<file path="src/rtl/spi_flash_responder_if.sv">
// SPI link and byte-wide backing-memory port of the SPI flash responder.
// The slave modport is the responder's view; master is the initiator/memory side.
interface spi_flash_responder_if #(
    parameter int MEM_AW = 16
);
    logic              CLK;
    logic              CS_N;
    logic              MOSI;
    logic              MISO;
    logic [MEM_AW-1:0] mem_addr;
    logic              mem_rd;
    logic [7:0]        mem_rdata;
    logic              active;

    modport slave (
        input  CLK,
        input  CS_N,
        input  MOSI,
        input  mem_rdata,
        output MISO,
        output mem_addr,
        output mem_rd,
        output active
    );

    modport master (
        output CLK,
        output CS_N,
        output MOSI,
        output mem_rdata,
        input  MISO,
        input  mem_addr,
        input  mem_rd,
        input  active
    );
endinterface

</file>
<file path="src/rtl/spi_flash_responder.sv">
// SPI mode-0 flash target answering READ (0x03) and FAST READ (0x0B) from a
// byte-wide memory; all SPI pins are oversampled in the clk domain.
module spi_flash_responder #(
    parameter int MEM_AW       = 16,
    parameter int DUMMY_CYCLES = 8
) (
    input  logic                  clk,
    input  logic                  reset,
    spi_flash_responder_if.slave  bus
);

    typedef enum logic [2:0] {
        ST_IDLE   = 3'd0,
        ST_CMD    = 3'd1,
        ST_ADDR   = 3'd2,
        ST_DUMMY  = 3'd3,
        ST_DATA   = 3'd4,
        ST_IGNORE = 3'd5
    } state_t;

    localparam logic [7:0] DUMMY_LAST = 8'(DUMMY_CYCLES - 1);

    state_t            r_state;
    logic              r_sck_s1, r_sck_s2, r_sck_d;
    logic              r_cs_s1, r_cs_s2;
    logic              r_mosi_s1, r_mosi_s2;
    logic              r_need_high;
    logic [6:0]        r_cmd;
    logic [23:0]       r_addr;
    logic [7:0]        r_cnt;
    logic              r_fast;
    logic [7:0]        r_tx;
    logic [7:0]        r_prefetch;
    logic              r_cap;
    logic              r_miso;
    logic              r_mem_rd;
    logic [MEM_AW-1:0] r_mem_addr;
    logic              r_active;

    logic              w_sck_rise;
    logic              w_sck_fall;
    logic              w_cs_high;
    logic [7:0]        w_cmd_next;
    logic [23:0]       w_addr_next;
    logic [23:0]       w_addr_inc;

    assign w_sck_rise  = r_sck_s2 & ~r_sck_d;
    assign w_sck_fall  = ~r_sck_s2 & r_sck_d;
    assign w_cs_high   = r_cs_s2;
    assign w_cmd_next  = {r_cmd, r_mosi_s2};
    assign w_addr_next = {r_addr[22:0], r_mosi_s2};
    assign w_addr_inc  = r_addr + 24'd1;

    assign bus.MISO     = r_miso;
    assign bus.mem_rd   = r_mem_rd;
    assign bus.mem_addr = r_mem_addr;
    assign bus.active   = r_active;

    // Synchronizers, command/address decode, prefetch and MISO shifter.
    always_ff @(posedge clk) begin
        if (!reset) begin
            r_state     <= ST_IDLE;
            r_sck_s1    <= 1'b0;
            r_sck_s2    <= 1'b0;
            r_sck_d     <= 1'b0;
            r_cs_s1     <= 1'b0;
            r_cs_s2     <= 1'b0;
            r_mosi_s1   <= 1'b0;
            r_mosi_s2   <= 1'b0;
            r_need_high <= 1'b1;
            r_cmd       <= 7'd0;
            r_addr      <= 24'd0;
            r_cnt       <= 8'd0;
            r_fast      <= 1'b0;
            r_tx        <= 8'd0;
            r_prefetch  <= 8'd0;
            r_cap       <= 1'b0;
            r_miso      <= 1'b0;
            r_mem_rd    <= 1'b0;
            r_mem_addr  <= '0;
            r_active    <= 1'b0;
        end else begin
            r_sck_s1  <= bus.CLK;
            r_sck_s2  <= r_sck_s1;
            r_sck_d   <= r_sck_s2;
            r_cs_s1   <= bus.CS_N;
            r_cs_s2   <= r_cs_s1;
            r_mosi_s1 <= bus.MOSI;
            r_mosi_s2 <= r_mosi_s1;

            // Memory returns data one clk after the strobe; grab it the clk after that.
            r_mem_rd <= 1'b0;
            r_cap    <= r_mem_rd;
            if (r_cap) begin
                r_prefetch <= bus.mem_rdata;
            end

            // Deselect beats any SCK edge seen in the same cycle.
            if (w_cs_high && (r_state != ST_IDLE)) begin
                r_state  <= ST_IDLE;
                r_cnt    <= 8'd0;
                r_cmd    <= 7'd0;
                r_addr   <= 24'd0;
                r_fast   <= 1'b0;
                r_tx     <= 8'd0;
                r_miso   <= 1'b0;
                r_active <= 1'b0;
            end else begin
                case (r_state)
                    ST_IDLE: begin
                        r_miso <= 1'b0;
                        if (w_cs_high) begin
                            r_need_high <= 1'b0;
                        end else if (!r_need_high) begin
                            r_state  <= ST_CMD;
                            r_cnt    <= 8'd0;
                            r_active <= 1'b1;
                        end
                    end
                    ST_CMD: begin
                        if (w_sck_rise) begin
                            r_cmd <= w_cmd_next[6:0];
                            if (r_cnt == 8'd7) begin
                                r_cnt <= 8'd0;
                                if (w_cmd_next == 8'h03) begin
                                    r_state <= ST_ADDR;
                                    r_fast  <= 1'b0;
                                end else if (w_cmd_next == 8'h0B) begin
                                    r_state <= ST_ADDR;
                                    r_fast  <= 1'b1;
                                end else begin
                                    r_state <= ST_IGNORE;
                                end
                            end else begin
                                r_cnt <= r_cnt + 8'd1;
                            end
                        end
                    end
                    ST_ADDR: begin
                        if (w_sck_rise) begin
                            r_addr <= w_addr_next;
                            if (r_cnt == 8'd23) begin
                                r_cnt      <= 8'd0;
                                r_mem_rd   <= 1'b1;
                                r_mem_addr <= w_addr_next[MEM_AW-1:0];
                                r_state    <= (r_fast && (DUMMY_CYCLES != 0)) ? ST_DUMMY : ST_DATA;
                            end else begin
                                r_cnt <= r_cnt + 8'd1;
                            end
                        end
                    end
                    ST_DUMMY: begin
                        r_miso <= 1'b0;
                        if (w_sck_rise) begin
                            if (r_cnt == DUMMY_LAST) begin
                                r_cnt   <= 8'd0;
                                r_state <= ST_DATA;
                            end else begin
                                r_cnt <= r_cnt + 8'd1;
                            end
                        end
                    end
                    ST_DATA: begin
                        if (w_sck_fall) begin
                            r_cnt <= r_cnt + 8'd1;
                            // Byte boundary: present the prefetched byte and fetch the next one.
                            if (r_cnt[2:0] == 3'd0) begin
                                r_miso     <= r_prefetch[7];
                                r_tx       <= {r_prefetch[6:0], 1'b0};
                                r_addr     <= w_addr_inc;
                                r_mem_rd   <= 1'b1;
                                r_mem_addr <= w_addr_inc[MEM_AW-1:0];
                            end else begin
                                r_miso <= r_tx[7];
                                r_tx   <= {r_tx[6:0], 1'b0};
                            end
                        end
                    end
                    ST_IGNORE: begin
                        r_miso <= 1'b0;
                    end
                    default: begin
                        r_state  <= ST_IDLE;
                        r_miso   <= 1'b0;
                        r_active <= 1'b0;
                    end
                endcase
            end
        end
    end

endmodule

</file>
<file path="src/flat_wrapper.sv">
// flat-port wrapper written by rule: the top's interface ports become plain ports
module spi_flash_responder_flat 
#(
    parameter int MEM_AW       = 16,
    parameter int DUMMY_CYCLES = 8
)
  (clk, reset, bus_CLK, bus_CS_N, bus_MOSI, bus_mem_rdata, bus_MISO, bus_mem_addr, bus_mem_rd, bus_active);
  spi_flash_responder_if #(.MEM_AW(MEM_AW)) bus_i ();
  input  logic clk;
  input  logic reset;
  input wire logic [$bits(bus_i.CLK)-1:0] bus_CLK;
  input wire logic [$bits(bus_i.CS_N)-1:0] bus_CS_N;
  input wire logic [$bits(bus_i.MOSI)-1:0] bus_MOSI;
  input wire logic [$bits(bus_i.mem_rdata)-1:0] bus_mem_rdata;
  output wire logic [$bits(bus_i.MISO)-1:0] bus_MISO;
  output wire logic [$bits(bus_i.mem_addr)-1:0] bus_mem_addr;
  output wire logic [$bits(bus_i.mem_rd)-1:0] bus_mem_rd;
  output wire logic [$bits(bus_i.active)-1:0] bus_active;
  assign bus_i.CLK = bus_CLK;
  assign bus_i.CS_N = bus_CS_N;
  assign bus_i.MOSI = bus_MOSI;
  assign bus_i.mem_rdata = bus_mem_rdata;
  assign bus_MISO = bus_i.MISO;
  assign bus_mem_addr = bus_i.mem_addr;
  assign bus_mem_rd = bus_i.mem_rd;
  assign bus_active = bus_i.active;
  spi_flash_responder #(.MEM_AW(MEM_AW), .DUMMY_CYCLES(DUMMY_CYCLES)) u_core (.clk(clk), .reset(reset), .bus(bus_i));
endmodule
</file>
<file path="config.mk">
export PLATFORM = sky130hd
export DESIGN_NAME = spi_flash_responder_flat
export DESIGN_NICKNAME = d
export VERILOG_FILES = /design/src/rtl/spi_flash_responder_if.sv /design/src/rtl/spi_flash_responder.sv /design/src/flat_wrapper.sv
export SDC_FILE = /design/constraint.sdc
export NUM_CORES = 1
export LEC_CHECK = 0
export CAP_MARGIN = 0
export CORE_MARGIN = 5
export CORE_UTILIZATION = 60
export DETAILED_ROUTE_END_ITERATION = 10
export HOLD_SLACK_MARGIN = 0.08
export PLACE_DENSITY = 0.82
export SLEW_MARGIN = 20
export SYNTH_ARGS = -nofsm -noshare
export SYNTH_HDL_FRONTEND = slang
export SYNTH_SLANG_ARGS = --single-unit
</file>
<file path="constraint.sdc">
create_clock -name clk -period 7.4 [get_ports clk]
set_clock_uncertainty 0.2 [all_clocks]
set_input_delay 1.11 -clock clk [delete_from_list [all_inputs] [get_ports clk]]
set_output_delay 1.11 -clock clk [all_outputs]
set_load 0.05 [all_outputs]
</file>
==> results by group <==
Yosys
  • Syn Inst Count: 438
  • Distinct cell type count after synthesis: 54
  • Post-synthesis mux area share: 7.62%
  • Ys Warns: 0
  • Yosys reg bits: slightly below 80
  • Sequential cell area fraction in the yosys report: a little over two fifths
  • Synth Area in Adders: 1.02%
  • Syn Nets: around 450
  • XOR/XNOR Fraction of Synth Area: 0.476%
  • Simple-gate share of the synthesized area: 24.7%
  • Asr flop ratio synth: 0%
  • Area of the mapped netlist: about 0.0037 mm^2
  • Top_reg_cell synth: dfxtp_1
  • Post-synth EDFFs: 0
  • Largest family of logic cells by synthesized area: simple AND/OR/NAND/NOR gates
  • Syn avg cell area: 8.40 um^2
  • Post-synthesis compound-gate area fraction: approximately a fifth

Worst setup path
  • Worst Setup Start Kind: input port
  • Reg2Reg Launch Point: u_core.r_cnt[0]$_SDFFE_PP0P_
  • CP endpoint kind: flip-flop
  • Crit path required time: approximately 7.5 ns
  • Worst-path maximum fanout: 39
  • Register-to-register setup slack: 4.60 ns
  • Reg2reg end: u_core.bus.mem_addr[15]$_SDFFE_PN0P_
  • Setup crit end: u_core.r_state[1]$_SDFFE_PP0P_
  • Slowest library cell on the worst path: and2_1
  • Crit Path Class: input port to flip-flop
  • Worst Reg-to-Reg Cells: 8
  • Crit path DAT: between 2 and 3 ns
  • Worst path cell trace: clkdlybuf4s50_1, buf_4, and2_1, o311ai_0, mux2i_1
  • CP startpoint: reset
  • Worst path max stage delay: a little under 0.6 ns

Place
  • GP Congestion: 0.842
  • Inst Count DP: about 520
  • Port buffer count: 31
  • Final HPWL DP: about 5.3 mm
  • Pre-CTS setup slack: 4.11 ns

Floorplan
  • Die Area: about 0.008 mm^2
  • Core area: around 0.0060 mm^2
  • Rows: 28
  • Ports: 32
  • Initial Util: between 60% and 70%
  • Die W: roughly 88 um
  • Die Y: about 88 um

Final layout
  • Multi-input logic area: roughly 0.002 mm^2
  • Layout Utilization: between 70% and 80%
  • Diode count: 0
  • Final std cells w/o fill: 538
  • Share of cells above drive strength 1: under 10%
  • Fill cell count: approximately 500
  • Post-layout nets: 474
  • Register area: 0.00156 mm^2
  • Area grow syn2layout: 14.7%

Power and ir drop
  • Tot Pwr: just under 0.8 mW
  • Worst vdd ir: between 100 and 150 uV
  • Lkg Pwr: 1.50 nW
  • Pwr/cell area: around 190 mW/mm^2

Clock tree
  • Number of cells upsized or downsized after cts: 0
  • CTS Buf Count: 9
  • Sink Count: between 70 and 80
  • Post-CTS Setup Inserts: 0
  • H-tree levels: 3
  • Max Root-Sink Buffers: 2
  • Hold bufs inserted after CTS: 0
  • Worst-path clk slew: 0.08 ns
  • Clock Tree Root: clkbuf_8
  • CTS tree: built
  • Clk Latency, worst-skew pair: approximately 0.35 ns

STA
  • Tcrit/Tclk final: 38.7%
  • Relative slew slack: between 40% and 50%
  • RSZ-0062 raised after global routing: no
  • Fmax: about 350 MHz
  • Final hold vios: 0
  • Finish-stage setup viols: 0
  • Setup tns final: 0 ns
  • Final min period: roughly 2.9 ns
  • Slew Viols, Final: 0
  • Setup slack after layout: ~4.5 ns
  • Worst Tran Pin Value: around 0.86 ns

Routing
  • Wirelength per Cell: ~15 um
  • DRT Wirelength: 7.88 mm
  • Vias/cell: ~6
  • Antenna Nets Post-Route: 0
  • DRT Pass-1 Iters: 4
  • Via count: roughly 3.2k
  • Drt initial violations: 220
  • Residual DRC: 0

Global routing
  • Vias in the first global route: 3,093
  • First-pass GRT wire length: 13.8 mm
  • Initial antenna violation count: 0
  • Total gr overflow: 0
  • Largest net degree at the start of global routing: 40
  • Total GRT Usage: between 20% and 30%

Hold path
  • Hold Crit Class: flip-flop to flip-flop

Run
  • Max-Cap Viols: 0

Status
  • Status: complete, no violations
[worst max-delay path: cells and delay by family]
kind | cells | cell delay, ns
buf+inv | 2 | 0.83
compound gates | 1 | 0.25
mux | 1 | 0.17
simple gates | 1 | 0.59
[metrics by stage]
stage	hold slack (ns)	cell area (um^2)
final	0.240	4220
after global routing	0.262	4220
after global placement	0.214	4010
after detailed placement	0.223	4010
after CTS	0.243	4200
after floorplan	0.212	3680
[flip-flops by register name, indices dropped and copies added (netlist names), 3 cells and up]
register	count
u_core.bus.mem_addr	16
u_core.r_addr	16
u_core.r_cmd	7
u_core.r_cnt	8
u_core.r_prefetch	8
u_core.r_state	3
u_core.r_tx	7
[layout make-up]
type / count / area share, %
inverters: 5 / 0.445
well taps: 75 / 2.22
repair buffers: 35 / 8.24
clock inverters: 6 / 1.66
clock buffers: 10 / 3.02
flip-flops and latches: 78 / 37.0
multi-input cells: 329 / 47.4
[report_power, final]
group          leakage [nW]  switching (mW)  total, mW  internal (mW)
Combinational         0.786          0.0231     0.0393         0.0162
Clock                0.0891           0.160      0.317          0.157
Sequential            0.630         0.00478      0.427          0.423
[worst min-delay path by stage]
| stage | depth (start not counted) | from | end | slack [ns] |
|---|---|---|---|---|
| floorplan | 1 | u_core.r_cs_s1$_SDFF_PN0_ | u_core.r_cs_s2$_SDFF_PN0_ | 0.21 |
| global placement | 1 | u_core.r_mosi_s1$_SDFF_PN0_ | u_core.r_mosi_s2$_SDFF_PN0_ | 0.21 |
| detailed placement | 1 | u_core.r_sck_s1$_SDFF_PN0_ | u_core.r_sck_s2$_SDFF_PN0_ | 0.22 |
| CTS | 1 | u_core.r_sck_s1$_SDFF_PN0_ | u_core.r_sck_s2$_SDFF_PN0_ | 0.24 |
| global route | 1 | u_core.r_mosi_s1$_SDFF_PN0_ | u_core.r_mosi_s2$_SDFF_PN0_ | 0.26 |
| finish | 1 | u_core.r_sck_s1$_SDFF_PN0_ | u_core.r_sck_s2$_SDFF_PN0_ | 0.24 |
[cell families after synthesis]
| logic type | after synthesis |
|---|---|
| flops | 78 |
| simple gates | 185 |
| xor+xnor | 2 |
| fa+ha+maj | 3 |
| mux | 28 |
| compound gates | 111 |
| buf+inv | 31 |
[routing by layer]
layer	share of wire, %	up-vias	global-route usage, %
met1	45	1517	27.4
met2	49	58	36.6
li1	-	1626	-
met5	0	-	0
met4	1.4	0	8.38
met3	4.1	13	6.42
[cells in the mapped netlist (5+ instances only)]
cell	instances	area, um^2
a21oi_1	29	145
a21o_1	5	37.5
nand3_1	19	95.1
o21ai_0	19	95.1
nor2b_1	20	125
mux2i_1	28	280
and2_1	11	68.8
a311oi_1	7	61.3
nor3_1	6	30.0
nand2_1	59	221
clkbuf_1	24	90.1
or3_1	5	31.3
nor2_1	41	154
dfxtp_1	78	1560
o22ai_1	12	75.1
inv_1	5	18.8
[layout by cell type, fill, tap and decap left out, types with 3 or more instances in the layout]
cell / count
dfxtp_1: 78
nand2_1: 58
nor2_1: 41
clkdlybuf4s50_1: 31
a21oi_1: 29
mux2i_1: 28
nor2b_1: 20
nand3_1: 19
o21ai_0: 19
o22ai_1: 12
and2_1: 11
clkbuf_8: 9
a311oi_1: 7
nor3_1: 6
inv_1: 5
or3_1: 5
a21o_1: 5
o2bb2ai_1: 4
a31oi_1: 4
nor4_1: 4
o211ai_1: 4
a211oi_1: 4
o211a_1: 4
nand2b_1: 3
nand4_1: 3
o311ai_0: 3
ha_1: 3
clkinvlp_4: 3
buf_4: 3
Note: power is estimated with default switching activity, not from simulation.
